<file path="config.mk">
export PLATFORM = sky130hd
export DESIGN_NAME = ps2_key_controller
export DESIGN_NICKNAME = d
export VERILOG_FILES = /design/src/rtl/ps2_pkg.sv /design/src/rtl/ps2_key_controller_frame_rx.sv /design/src/rtl/ps2_key_controller.sv
export SDC_FILE = /design/constraint.sdc
export NUM_CORES = 1
export LEC_CHECK = 0
export ABC_AREA = 1
export ABC_CLOCK_PERIOD_IN_PS = 1600
export CORE_MARGIN = 8
export CORE_UTILIZATION = 45
export DETAILED_ROUTE_END_ITERATION = 10
export GPL_ROUTABILITY_DRIVEN = 0
export GPL_TIMING_DRIVEN = 0
export SLEW_MARGIN = 20
export SYNTH_ARGS = -nofsm -noshare
export SYNTH_HDL_FRONTEND = slang
export SYNTH_SLANG_ARGS = --single-unit
</file>
<file path="constraint.sdc">
create_clock -name clk -period 1.6 [get_ports clk]
set_input_delay 0.16 -clock clk [delete_from_list [all_inputs] [get_ports clk]]
set_output_delay 0.16 -clock clk [all_outputs]
set_load 0.1 [all_outputs]
</file>
<file path="src/rtl/ps2_pkg.sv">
// Shared types and constants for the PS/2 keyboard receive path:
// frame-state encoding, set-2 prefix codes and the scan-code-to-note map.
package ps2_pkg;

    typedef enum logic [1:0] {
        IDLE,
        DATA,
        PARITY,
        STOP
    } frame_state_t;

    typedef logic [2:0] note_idx_t;

    typedef struct packed {
        logic      valid;
        note_idx_t idx;
    } note_map_t;

    localparam logic [7:0] SC_EXT = 8'hE0;
    localparam logic [7:0] SC_BRK = 8'hF0;

    // Maps the home-row keys (A S D F G H J) to C4..B4; anything else is unmapped.
    function automatic note_map_t note_map(input logic [7:0] code);
        note_map_t m;
        m.valid = 1'b1;
        m.idx   = 3'd0;
        case (code)
            8'h1C:   m.idx = 3'd0;
            8'h1B:   m.idx = 3'd1;
            8'h23:   m.idx = 3'd2;
            8'h2B:   m.idx = 3'd3;
            8'h34:   m.idx = 3'd4;
            8'h33:   m.idx = 3'd5;
            8'h3B:   m.idx = 3'd6;
            default: m.valid = 1'b0;
        endcase
        return m;
    endfunction

endpackage

</file>
<file path="src/rtl/ps2_key_controller_frame_rx.sv">
// PS/2 receive framer: synchronizes the raw lines, detects falling edges of
// the PS/2 clock, assembles 11-bit frames and validates start/parity/stop.
// A watchdog abandons a partial frame when the keyboard goes quiet.
module ps2_frame_rx
    import ps2_pkg::*;
#(
    parameter int TIMEOUT_CYCLES = 5000,
    parameter int SYNC_STAGES    = 2
) (
    input  logic       clk,
    input  logic       reset,
    input  logic       ps2_clk,
    input  logic       ps2_data,
    output logic       byte_valid,
    output logic [7:0] rx_byte,
    output logic       frame_err
);

    localparam int CW = (TIMEOUT_CYCLES > 2) ? $clog2(TIMEOUT_CYCLES) : 1;
    localparam logic [CW-1:0] TO_LAST = CW'(TIMEOUT_CYCLES - 1);

    logic [SYNC_STAGES-1:0] clk_sync_reg;
    logic [SYNC_STAGES-1:0] data_sync_reg;
    logic                   clk_prev_reg;
    logic [CW-1:0]          timeout_reg;
    frame_state_t           state_reg;
    logic [2:0]             bit_cnt_reg;
    logic [7:0]             shift_reg;
    logic                   parity_reg;

    logic fall_edge;
    logic data_bit;

    // The last synchronizer stage is the "current" line value; the edge
    // needs one more flop holding the previous synced clock.
    assign fall_edge = clk_prev_reg & ~clk_sync_reg[SYNC_STAGES-1];
    assign data_bit  = data_sync_reg[SYNC_STAGES-1];

    // Synchronizers, watchdog counter and frame FSM, all advancing on clk.
    always_ff @(posedge clk) begin
        if (reset) begin
            clk_sync_reg  <= '1;
            data_sync_reg <= '1;
            clk_prev_reg  <= 1'b1;
            timeout_reg   <= '0;
            state_reg     <= IDLE;
            bit_cnt_reg   <= 3'd0;
            shift_reg     <= 8'h00;
            parity_reg    <= 1'b0;
            byte_valid    <= 1'b0;
            rx_byte       <= 8'h00;
            frame_err     <= 1'b0;
        end else begin
            byte_valid    <= 1'b0;
            frame_err     <= 1'b0;
            clk_sync_reg  <= {clk_sync_reg[SYNC_STAGES-2:0], ps2_clk};
            data_sync_reg <= {data_sync_reg[SYNC_STAGES-2:0], ps2_data};
            clk_prev_reg  <= clk_sync_reg[SYNC_STAGES-1];

            if (fall_edge) begin
                timeout_reg <= '0;
            end else if (timeout_reg != TO_LAST) begin
                timeout_reg <= timeout_reg + 1'b1;
            end

            // An edge arriving in the expiry cycle is consumed normally.
            if (fall_edge) begin
                case (state_reg)
                    IDLE: begin
                        if (!data_bit) begin
                            state_reg   <= DATA;
                            bit_cnt_reg <= 3'd0;
                        end
                    end
                    DATA: begin
                        shift_reg   <= {data_bit, shift_reg[7:1]};
                        bit_cnt_reg <= bit_cnt_reg + 3'd1;
                        if (bit_cnt_reg == 3'd7) begin
                            state_reg <= PARITY;
                        end
                    end
                    PARITY: begin
                        parity_reg <= data_bit;
                        state_reg  <= STOP;
                    end
                    STOP: begin
                        if ((^{shift_reg, parity_reg}) && data_bit) begin
                            byte_valid <= 1'b1;
                            rx_byte    <= shift_reg;
                        end else begin
                            frame_err <= 1'b1;
                        end
                        state_reg <= IDLE;
                    end
                    default: state_reg <= IDLE;
                endcase
            end else if (state_reg != IDLE && timeout_reg == TO_LAST) begin
                state_reg <= IDLE;
                frame_err <= 1'b1;
            end
        end
    end

endmodule

</file>
<file path="src/rtl/ps2_key_controller.sv">
// PS/2 keyboard controller top: turns validated bytes into key events via the
// set-2 E0/F0 prefix sequence and tracks the most recently pressed note key.
module ps2_key_controller
    import ps2_pkg::*;
#(
    parameter int TIMEOUT_CYCLES = 5000,
    parameter int SYNC_STAGES    = 2
) (
    input  logic       clk,
    input  logic       reset,
    input  logic       ps2_clk,
    input  logic       ps2_data,
    output logic       key_valid,
    output logic [7:0] key_code,
    output logic       key_break,
    output logic       key_extended,
    output logic       frame_error,
    output logic       note_active,
    output note_idx_t  note_idx
);

    logic       rx_valid;
    logic [7:0] rx_byte;
    logic       rx_frame_err;
    logic       ext_reg;
    logic       brk_reg;
    note_map_t  map_hit;

    ps2_frame_rx #(
        .TIMEOUT_CYCLES (TIMEOUT_CYCLES),
        .SYNC_STAGES    (SYNC_STAGES)
    ) u_frame_rx (
        .clk        (clk),
        .reset      (reset),
        .ps2_clk    (ps2_clk),
        .ps2_data   (ps2_data),
        .byte_valid (rx_valid),
        .rx_byte    (rx_byte),
        .frame_err  (rx_frame_err)
    );

    // Error pulse is already registered inside the framer.
    assign frame_error = rx_frame_err;
    assign map_hit     = note_map(rx_byte);

    // Prefix decoder and last-pressed-priority held-note tracking.
    always_ff @(posedge clk) begin
        if (reset) begin
            ext_reg      <= 1'b0;
            brk_reg      <= 1'b0;
            key_valid    <= 1'b0;
            key_code     <= 8'h00;
            key_break    <= 1'b0;
            key_extended <= 1'b0;
            note_active  <= 1'b0;
            note_idx     <= 3'd0;
        end else begin
            key_valid <= 1'b0;
            if (rx_frame_err) begin
                // A damaged or abandoned frame may have been the real key
                // byte, so any pending prefix no longer applies.
                ext_reg <= 1'b0;
                brk_reg <= 1'b0;
            end else if (rx_valid) begin
                if (rx_byte == SC_EXT) begin
                    ext_reg <= 1'b1;
                end else if (rx_byte == SC_BRK) begin
                    brk_reg <= 1'b1;
                end else begin
                    key_valid    <= 1'b1;
                    key_code     <= rx_byte;
                    key_break    <= brk_reg;
                    key_extended <= ext_reg;
                    ext_reg      <= 1'b0;
                    brk_reg      <= 1'b0;
                    if (!ext_reg && map_hit.valid) begin
                        if (!brk_reg) begin
                            note_active <= 1'b1;
                            note_idx    <= map_hit.idx;
                        end else if (map_hit.idx == note_idx) begin
                            // Releasing an older key leaves the newer note sounding.
                            note_active <= 1'b0;
                            note_idx    <= 3'd0;
                        end
                    end
                end
            end
        end
    end

endmodule

</file>
## Word level (Yosys, flattened, before mapping)

Index checks and enable logic that the tools add are counted.

- Register bits: 59
- Latch bits: 0
- Memory bits (writable): 0
- Memory bits (read-only): 0
- Input bits: 4
- Output and inout bits: 16
- Word-level logic and storage cells: 95
- Memories: 0

- Add/subtract/negate cells: 2
- $mul: 0
- Divide/modulo/power cells: 0
- Magnitude comparators: 0
- Equal/unequal tests: 21
- Shifts and indexed selects: 0
- Multiplexer cells: 22
- Bitwise logic cells: 8
- Reductions and logical operators: 23

Operators with widths:

| kind | count |
|---|---|
| 8-bit by 6-bit equality test with 1-bit output, second input constant | 5 |
| 3-bit one-hot mux with 6 select lines | 1 |
| 8-bit by 5-bit equality test with 1-bit output, second input constant | 2 |
| 8-bit equality test, second input constant | 2 |
| 13-bit by 1-bit adder with 13-bit output, second input constant | 1 |
| 13-bit equality test, second input constant | 1 |
| 13-bit != test, second input constant | 1 |
| 1-bit 2-to-1 mux | 12 |
| 3-bit 2-to-1 mux | 3 |
| 3-bit AND reduction | 3 |
| 9-bit parity | 1 |
| 2-bit 2-to-1 mux | 4 |
| 2-bit one-hot mux with 4 select lines | 1 |
| 2-bit AND reduction | 4 |
| 1-bit NOT | 7 |
| 7-bit OR reduction | 1 |
| 3-bit != test, second input constant | 2 |
| 3-bit one-hot mux with 2 select lines | 1 |
| 6-bit AND reduction | 1 |
| 2-bit nonzero test | 3 |
| 2-bit equality test, second input constant | 2 |
| 2-bit != test, second input constant | 2 |
| 4-bit AND reduction | 1 |
| 2-bit OR reduction | 2 |
| 11 further kinds | 13 |

## Depth between registers and ports, before layout

Gate-level depths: netlist (run 1).

- Word-level depth: 5
- Mapped depth: 13
- Mapped depth without buffers: 13

## Modules after synthesis

Synthesis (run 1) repeated with hierarchy kept, for this count alone.

- Cell total of the unflattened synthesis: 421
- Area total of the unflattened synthesis: 3010.4 um^2

By module, submodules not included:

| module | instances | cells each | area each (um^2) | seq. area each (um^2) |
|---|---|---|---|---|
| ps2_frame_rx | 1 | 294 | 2079.5 | 840.8 |
| ps2_key_controller | 1 | 127 | 930.9 | 340.3 |

## Worst setup path before layout (run 1)

No wires, ideal clock.

- Path type: flip-flop to flip-flop
- From: register note_idx[2]
- To: register note_idx[1]
- Setup time: 0.135 ns
- Arrival time: 1.625 ns
- Required time: 1.465 ns
- Slack: -0.160 ns
- Cell stages (with the launch flop): 10
- Path buffers: 0
- Cells stage by stage: dfxtp_1 > inv_1 > nand3_1 > nand2_1 > nor2_1 > nand2_1 > nand2_1 > nand2_4 > nand2_2 > a21oi_2

- Longest elaborated chain between the ends: 3

Ends and longest elaborated chain:

| what | line | text |
|---|---|---|
| from (decl) | ps2_key_controller.sv:19 | `output note_idx_t note_idx` |
| from (signal assigned) | ps2_key_controller.sv:79 | `note_idx <= map_hit.idx;` |
| 3-bit equality test | ps2_key_controller.sv:80 | `end else if (map_hit.idx == note_idx) begin` |
| 2-bit by 1-bit != test with 1-bit output (no source line) | n/a |  |
| 6-bit AND reduction (no source line) | n/a |  |

No other way between the ends.
A chain may end at the register's enable or synchronous reset.

## Worst setup path in the final report (run 1)

- From: register u_frame_rx.rx_byte[6]
- To: register note_idx[1]

- Longest elaborated chain between the ends: 5
- Elaborated cells between the ends (all ways): 19
- Classes of those cells: eq/ne: 11; mux: 3; bitwise: 2; reduce/logical: 3

Ends and longest elaborated chain:

| what | line | text |
|---|---|---|
| from (decl) | ps2_key_controller_frame_rx.sv:15 | `output logic [7:0] rx_byte,` |
| from (signal assigned) | ps2_key_controller_frame_rx.sv:89 | `rx_byte <= shift_reg;` |
| 8-bit by 6-bit equality test with 1-bit output / 8-bit by 5-bit equality test with 1-bit output (equally long branches) | ps2_pkg.sv:27 | `case (code)` |
| 3-bit one-hot mux with 6 select lines / 7-bit OR reduction (equally long branches) | n/a |  |
| 3-bit equality test / 1-bit 2-to-1 mux (equally long branches) | ps2_key_controller.sv:80, ps2_pkg.sv:27 |  |
| 2-bit by 1-bit != test with 1-bit output (no source line) / 1-bit logical AND (equally long branches) | n/a |  |
| 6-bit AND reduction (no source line) | n/a |  |

Parallel ways exist; a longest one is shown, timed or not.

==> results of run 1 <==
[kinds of logic (layout without fill, tap and decap cells)]
family,Yosys count,count (layout),share of synthesized area [%]
compound gates,72,72,14.2
xor+xnor,8,8,2.46
fa+ha+maj,7,7,3.08
buf+inv,57,101,7.87
flops,59,59,41.5
simple gates,168,168,30.9
[path summary, 6_finish.rpt]
kind                          startpoint  cells after the start                           to
max                u_frame_rx.rx_byte[6]                     12                  note_idx[1]
min reg2reg  u_frame_rx.data_sync_reg[0]                      1  u_frame_rx.data_sync_reg[1]
min                                reset                      2      u_frame_rx.state_reg[1]
max reg2reg        u_frame_rx.rx_byte[6]                     12                  note_idx[1]
[worst max-delay path, cell delays in order, from the launching register on]
cell and delay [ns]:
dfxtp_4 0.37, nand2_1 0.07, inv_1 0.07, nand2_2 0.09
nor2_4 0.05, nor2_4 0.09, nand2_4 0.08, inv_6 0.09
nand2_4 0.06, nor2_4 0.18, nand2_4 0.09, nand2_2 0.07
a21oi_2 0.04
[power groups by stage]
| stage | logic [mW] | clock network (mW) | registers, mW |
|---|---|---|---|
| finish | 0.156 | 1.39 | 1.48 |
| global route | 0.177 | 1.50 | 1.48 |
| CTS | 0.132 | 1.43 | 1.50 |
| detailed placement | 0.130 | 0 | 1.53 |
| global placement | 0.128 | 0 | 1.53 |
| floorplan | 0.0989 | 0 | 1.53 |
[repair_timing]
| action | CTS | global route |
|---|---|---|
| pin swaps | 0 | 16 |
| endpoints found under the setup margin | 32 | 36 |
| hold buffers | 0 | 0 |
| buffers inserted | 0 | 10 |
| gates resized for setup | 52 | 67 |
[synth_stat cells, drive strengths merged]
master	n	area, um^2
dfxtp	59	1180
a21oi	38	205
nor4	2	12.5
nor2	50	274
nand4	11	68.8
or2	6	37.5
xor2	4	35.0
a31oi	1	6.26
ha	7	87.6
buf	1	11.3
o211ai	1	7.51
nand2	70	320
o21ai	26	130
xnor2	4	35.0
nand3b	4	30.0
inv	49	186
o21a	1	15.0
clkbuf	6	22.5
nand3	18	100
a211oi	4	30.0
clkinv	1	3.75
nor3	7	35.0
o211a	1	10.0
[routing by layer]
metal | routed length, um | GRT usage (%)
met5 | 0 | 0
met4 | 115 | 8.07
met3 | 227 | 3.23
met2 | 2640 | 20.5
met1 | 3260 | 21.0
[through the flow]
stage	cell area (um^2)	setup TNS [ns]	util (%)	setup WS (ns)	cells
2_1_floorplan	2850	0	-	0.164	371
3_3_place_gp	3130	-1.18	50.1	-0.157	466
3_5_place_dp	3130	-1.39	50.1	-0.158	466
4_1_cts	3360	0	53.8	0.00749	482
5_1_grt	3620	-0.0451	58.0	-0.0172	492
6_report	3620	0	58.0	0.104	492
[layout make-up]
class	instances	area share, %
clock inverters	7	2.11
flip-flops and latches	59	34.0
plain buffers	7	1.04
clock buffers	9	3.42
multi-input cells	255	43.8
well taps	77	2.66
inverters	50	5.32
repair buffers	28	7.60
==> results.json, run 1 <==
{
  "reg2reg_slack_ns": 0.10,
  "globalRouteOverflowTotal": 0,
  "ys_types": 32,
  "multi_input_area_um2": 1590,
  "firstDrtPassIters": 4,
  "largest_reg_flops": 13,
  "h-tree-depth": 3,
  "p_sw_uw": 775,
  "grt_start_max_net_pins": 13,
  "layout_commonest_cell": "nand2_1",
  "final_cell_mix": "nand2_1 (46), inv_1 (43), dfxtp_1 (40)",
  "drc_errors": 0,
  "yosysWarnings": 0,
  "root_buffer": "clkbuf_8",
  "vdd_drop_max_mv": 0.484,
  "p_int_mw": 2.26,
  "slew_headroom_pct": 57.3,
  "synthesis.nets": 382,
  "syn_inst": 371,
  "port_buffers": 18,
  "coreArea_um2": 6240,
  "clockBufferDepth": 2,
  "ios": 20,
  "maxCapViolations": 0,
  "hpwl_um": 4300,
  "cp_data_arrival_time_ns": 1.70,
  "pwr-share-comb_pct": 5.2,
  "final_max_slew_viol_count": 0,
  "yosysSeqAreaShare_pct": 41.5,
  "diodes": 0,
  "nets": 421,
  "worst_pin_slew_ns": 0.641,
  "outcome": "completed",
  "critPathCaptureType": "flip-flop",
  "fillers": 594,
  "hold_viol": 0,
  "setup_violations": 0,
  "clock_sinks": 59,
  "clkPwrFrac_pct": 46.0,
  "ys_seq_elements": 59,
  "numCtsBuffers": 9,
  "avgViaCountPerCell": 5.09,
  "grt_pass1_wl_um": 10700,
  "num_rows": 29,
  "power.total_mw": 3.03,
  "powerDensity_nw_per_um2": 837,
  "syn2layout_area_growth_pct": 27.3,
  "first_global_vias": 2340,
  "seqPwrFrac_pct": 48.9,
  "path_clk_slew_ns": 0.08,
  "p_sw_share_pct": 25.6,
  "start_kind": "flip-flop",
  "grt.total_usage_pct": 14.9,
  "drt.antenna.violating_nets": 0,
  "cp_max_fo": 8,
  "whs_ns": 0.296,
  "ff_latch_area_um2": 1230,
  "fmax_mhz": 669,
  "initial_utilization_pct": 45.6,
  "drive_above_1_share_pct": 35.2,
  "final.setup_skew_ns": 0.00973,
  "holdCritPathClass": "input port to flip-flop",
  "via_count": 2506,
  "wl_um": 6240,
  "crit_type": "flip-flop to flip-flop",
  "timing.final.crit_share_pct": 93.5,
  "worstPathRequired_ns": 1.81,
  "layout_min_cycle_time_ns": 1.50,
  "syn_area_per_cell_um2": 7.67,
  "routedWlPerCell_um": 12.7,
  "die_x_um": 95.5,
  "die_h_um": 95.5,
  "tritoncts": "done",
  "die_area_um2": 9120,
  "leakage_nw": 1.39,
  "synth_area_um2": 2850,
  "antenna_found_initial": 0,
  "drtIter0Drc": 169,
  "insertion_delay_ns": 0.35
}
Note: power is estimated with default switching activity, not from simulation.
==> run 2: changes to the inputs <==
--- a/config.mk
+++ b/config.mk
@@ -7,7 +7,6 @@
 export LEC_CHECK = 0
 export ABC_AREA = 1
 export ABC_CLOCK_PERIOD_IN_PS = 1600
-export CORE_MARGIN = 8
 export CORE_UTILIZATION = 45
 export DETAILED_ROUTE_END_ITERATION = 10
 export GPL_ROUTABILITY_DRIVEN = 0
==> run 2 against run 1 <==
Sequential share of layout area is 0.53 points higher. Power decreased by 2.8%. Sequential cell count unchanged. Routed wire length is 7.1% lower. Sequential power is essentially flat. Clock skew about the same.
==> results.json, run 2 (same netlist as run 1, synthesis figures left out) <==
{
  "clkPwrFrac_pct": 44.3,
  "vdd_drop_max_mv": 0.508,
  "grt_pass1_wl_um": 9740,
  "drtIter0Drc": 117,
  "antenna_found_initial": 0,
  "layout_min_cycle_time_ns": 1.49,
  "power.total_mw": 2.95,
  "drc_errors": 0,
  "multi_input_area_um2": 1540,
  "p_sw_uw": 652,
  "nets": 418,
  "pwr-share-comb_pct": 5.1,
  "timing.final.crit_share_pct": 93.0,
  "cp_data_arrival_time_ns": 1.66,
  "insertion_delay_ns": 0.32,
  "tritoncts": "done",
  "avgViaCountPerCell": 4.93,
  "routedWlPerCell_um": 11.9,
  "hpwl_um": 4180,
  "cpMaxStageDelayCell": "dfxtp_2",
  "h-tree-depth": 3,
  "die_x_um": 81.5,
  "num_rows": 28,
  "grt_start_max_net_pins": 11,
  "ff_latch_area_um2": 1220,
  "start_kind": "flip-flop",
  "globalRouteOverflowTotal": 0,
  "final.setup_skew_ns": 0.00993,
  "p_sw_share_pct": 22.1,
  "rsz0062_at_grt": "yes",
  "worst-path-buf-inv": 1,
  "path_delay_family": "simple AND/OR/NAND/NOR gates",
  "die_area_um2": 6640,
  "numCtsBuffers": 9,
  "final_area_um2": 3530,
  "wl_um": 5800,
  "seqPwrFrac_pct": 50.6,
  "powerDensity_nw_per_um2": 835,
  "worstPathRequired_ns": 1.78,
  "outcome": "completed",
  "final_cell_mix": "nand2_1 (52), inv_1 (45), dfxtp_1 (41)",
  "cp_max_fo": 8,
  "maxCapViolations": 0,
  "tns_ns": 0,
  "setup_violations": 0,
  "largest_reg_flops": 13,
  "coreArea_um2": 6030,
  "die_h_um": 81.5,
  "max_stage_delay_ns": 0.36,
  "via_count": 2401,
  "root_buffer": "clkbuf_8",
  "diodes": 0,
  "syn2layout_area_growth_pct": 24.0,
  "drt.antenna.violating_nets": 0,
  "fmax_mhz": 672,
  "path_cells": "xor2_1 > nand2_1 > nand3_1 > nand3_2 > nand2_4 > nand2_4 > buf_4 > nand2_1 > a21oi_1",
  "crit_type": "flip-flop to flip-flop",
  "port_buffers": 18,
  "clock_sinks": 59,
  "utilization_pct": 58.5,
  "leakage_nw": 1.36,
  "final_max_slew_viol_count": 0,
  "first_global_vias": 2201,
  "clockBufferDepth": 2,
  "holdCritPathClass": "input port to flip-flop",
  "ios": 20,
  "layout_commonest_cell": "nand2_1",
  "placed_area_um2": 3120,
  "critPathCaptureType": "flip-flop",
  "path_clk_slew_ns": 0.07,
  "p_int_mw": 2.29,
  "firstDrtPassIters": 4,
  "hold_viol": 0,
  "fin_cells": 487,
  "dp_cells": 464,
  "drive_above_1_share_pct": 30.3,
  "slew_headroom_pct": 60.2,
  "grt.total_usage_pct": 19.3,
  "initial_utilization_pct": 47.2,
  "worst_pin_slew_ns": 0.597,
  "fillers": 593
}
run 2: metal layers:
metal	vias up	track usage, %	wire length [um]
met1	1067	27.7	3180
met5	-	0	0
met3	6	4.78	194
li1	1294	-	-
met4	0	8.39	70
met2	34	26.9	2360
run 2: power by group through the flow:
stage / combinational [mW] / clock [mW] / sequential [mW]
after floorplan: 0.0989 / 0 / 1.53
after global placement: 0.127 / 0 / 1.53
after detailed placement: 0.131 / 0 / 1.53
after CTS: 0.132 / 1.35 / 1.50
after global routing: 0.169 / 1.42 / 1.49
final: 0.149 / 1.31 / 1.49
run 2: worst paths after layout:
path	startpoint	end	slack (ns)	cells after the start
setup / recovery	u_frame_rx.shift_reg[2]	u_frame_rx.frame_err	0.11	9
hold / removal	reset	u_frame_rx.bit_cnt_reg[0]	0.36	2
setup reg to reg	u_frame_rx.shift_reg[2]	u_frame_rx.frame_err	0.11	9
hold reg to reg	u_frame_rx.data_sync_reg[0]	u_frame_rx.data_sync_reg[1]	0.41	1
run 2: final cells by class:
cell class                 count  area share (%)
clock inverter                 2           0.993
multi-input combinational    255            43.8
buffer                         7            1.06
inverter                      50            5.46
timing repair buffer          25            7.17
sequential                    59            34.6
tap                           75            2.66
clock buffer                  14            4.33
run 2: per-stage QoR:
step | setup WS [ns] | hold slack, ns
after floorplan | 0.164 | 0.264
after global placement | -0.177 | 0.391
after detailed placement | -0.211 | 0.398
after CTS | 0.0241 | 0.300
after global routing | -0.0325 | 0.397
final | 0.112 | 0.360
run 2: timing repair:
action,4_1_cts,5_1_grt
gates resized for setup,52,48
hold buffers,0,0
pin swaps,0,10
setup buffers,0,7
setup endpoints to repair,32,27
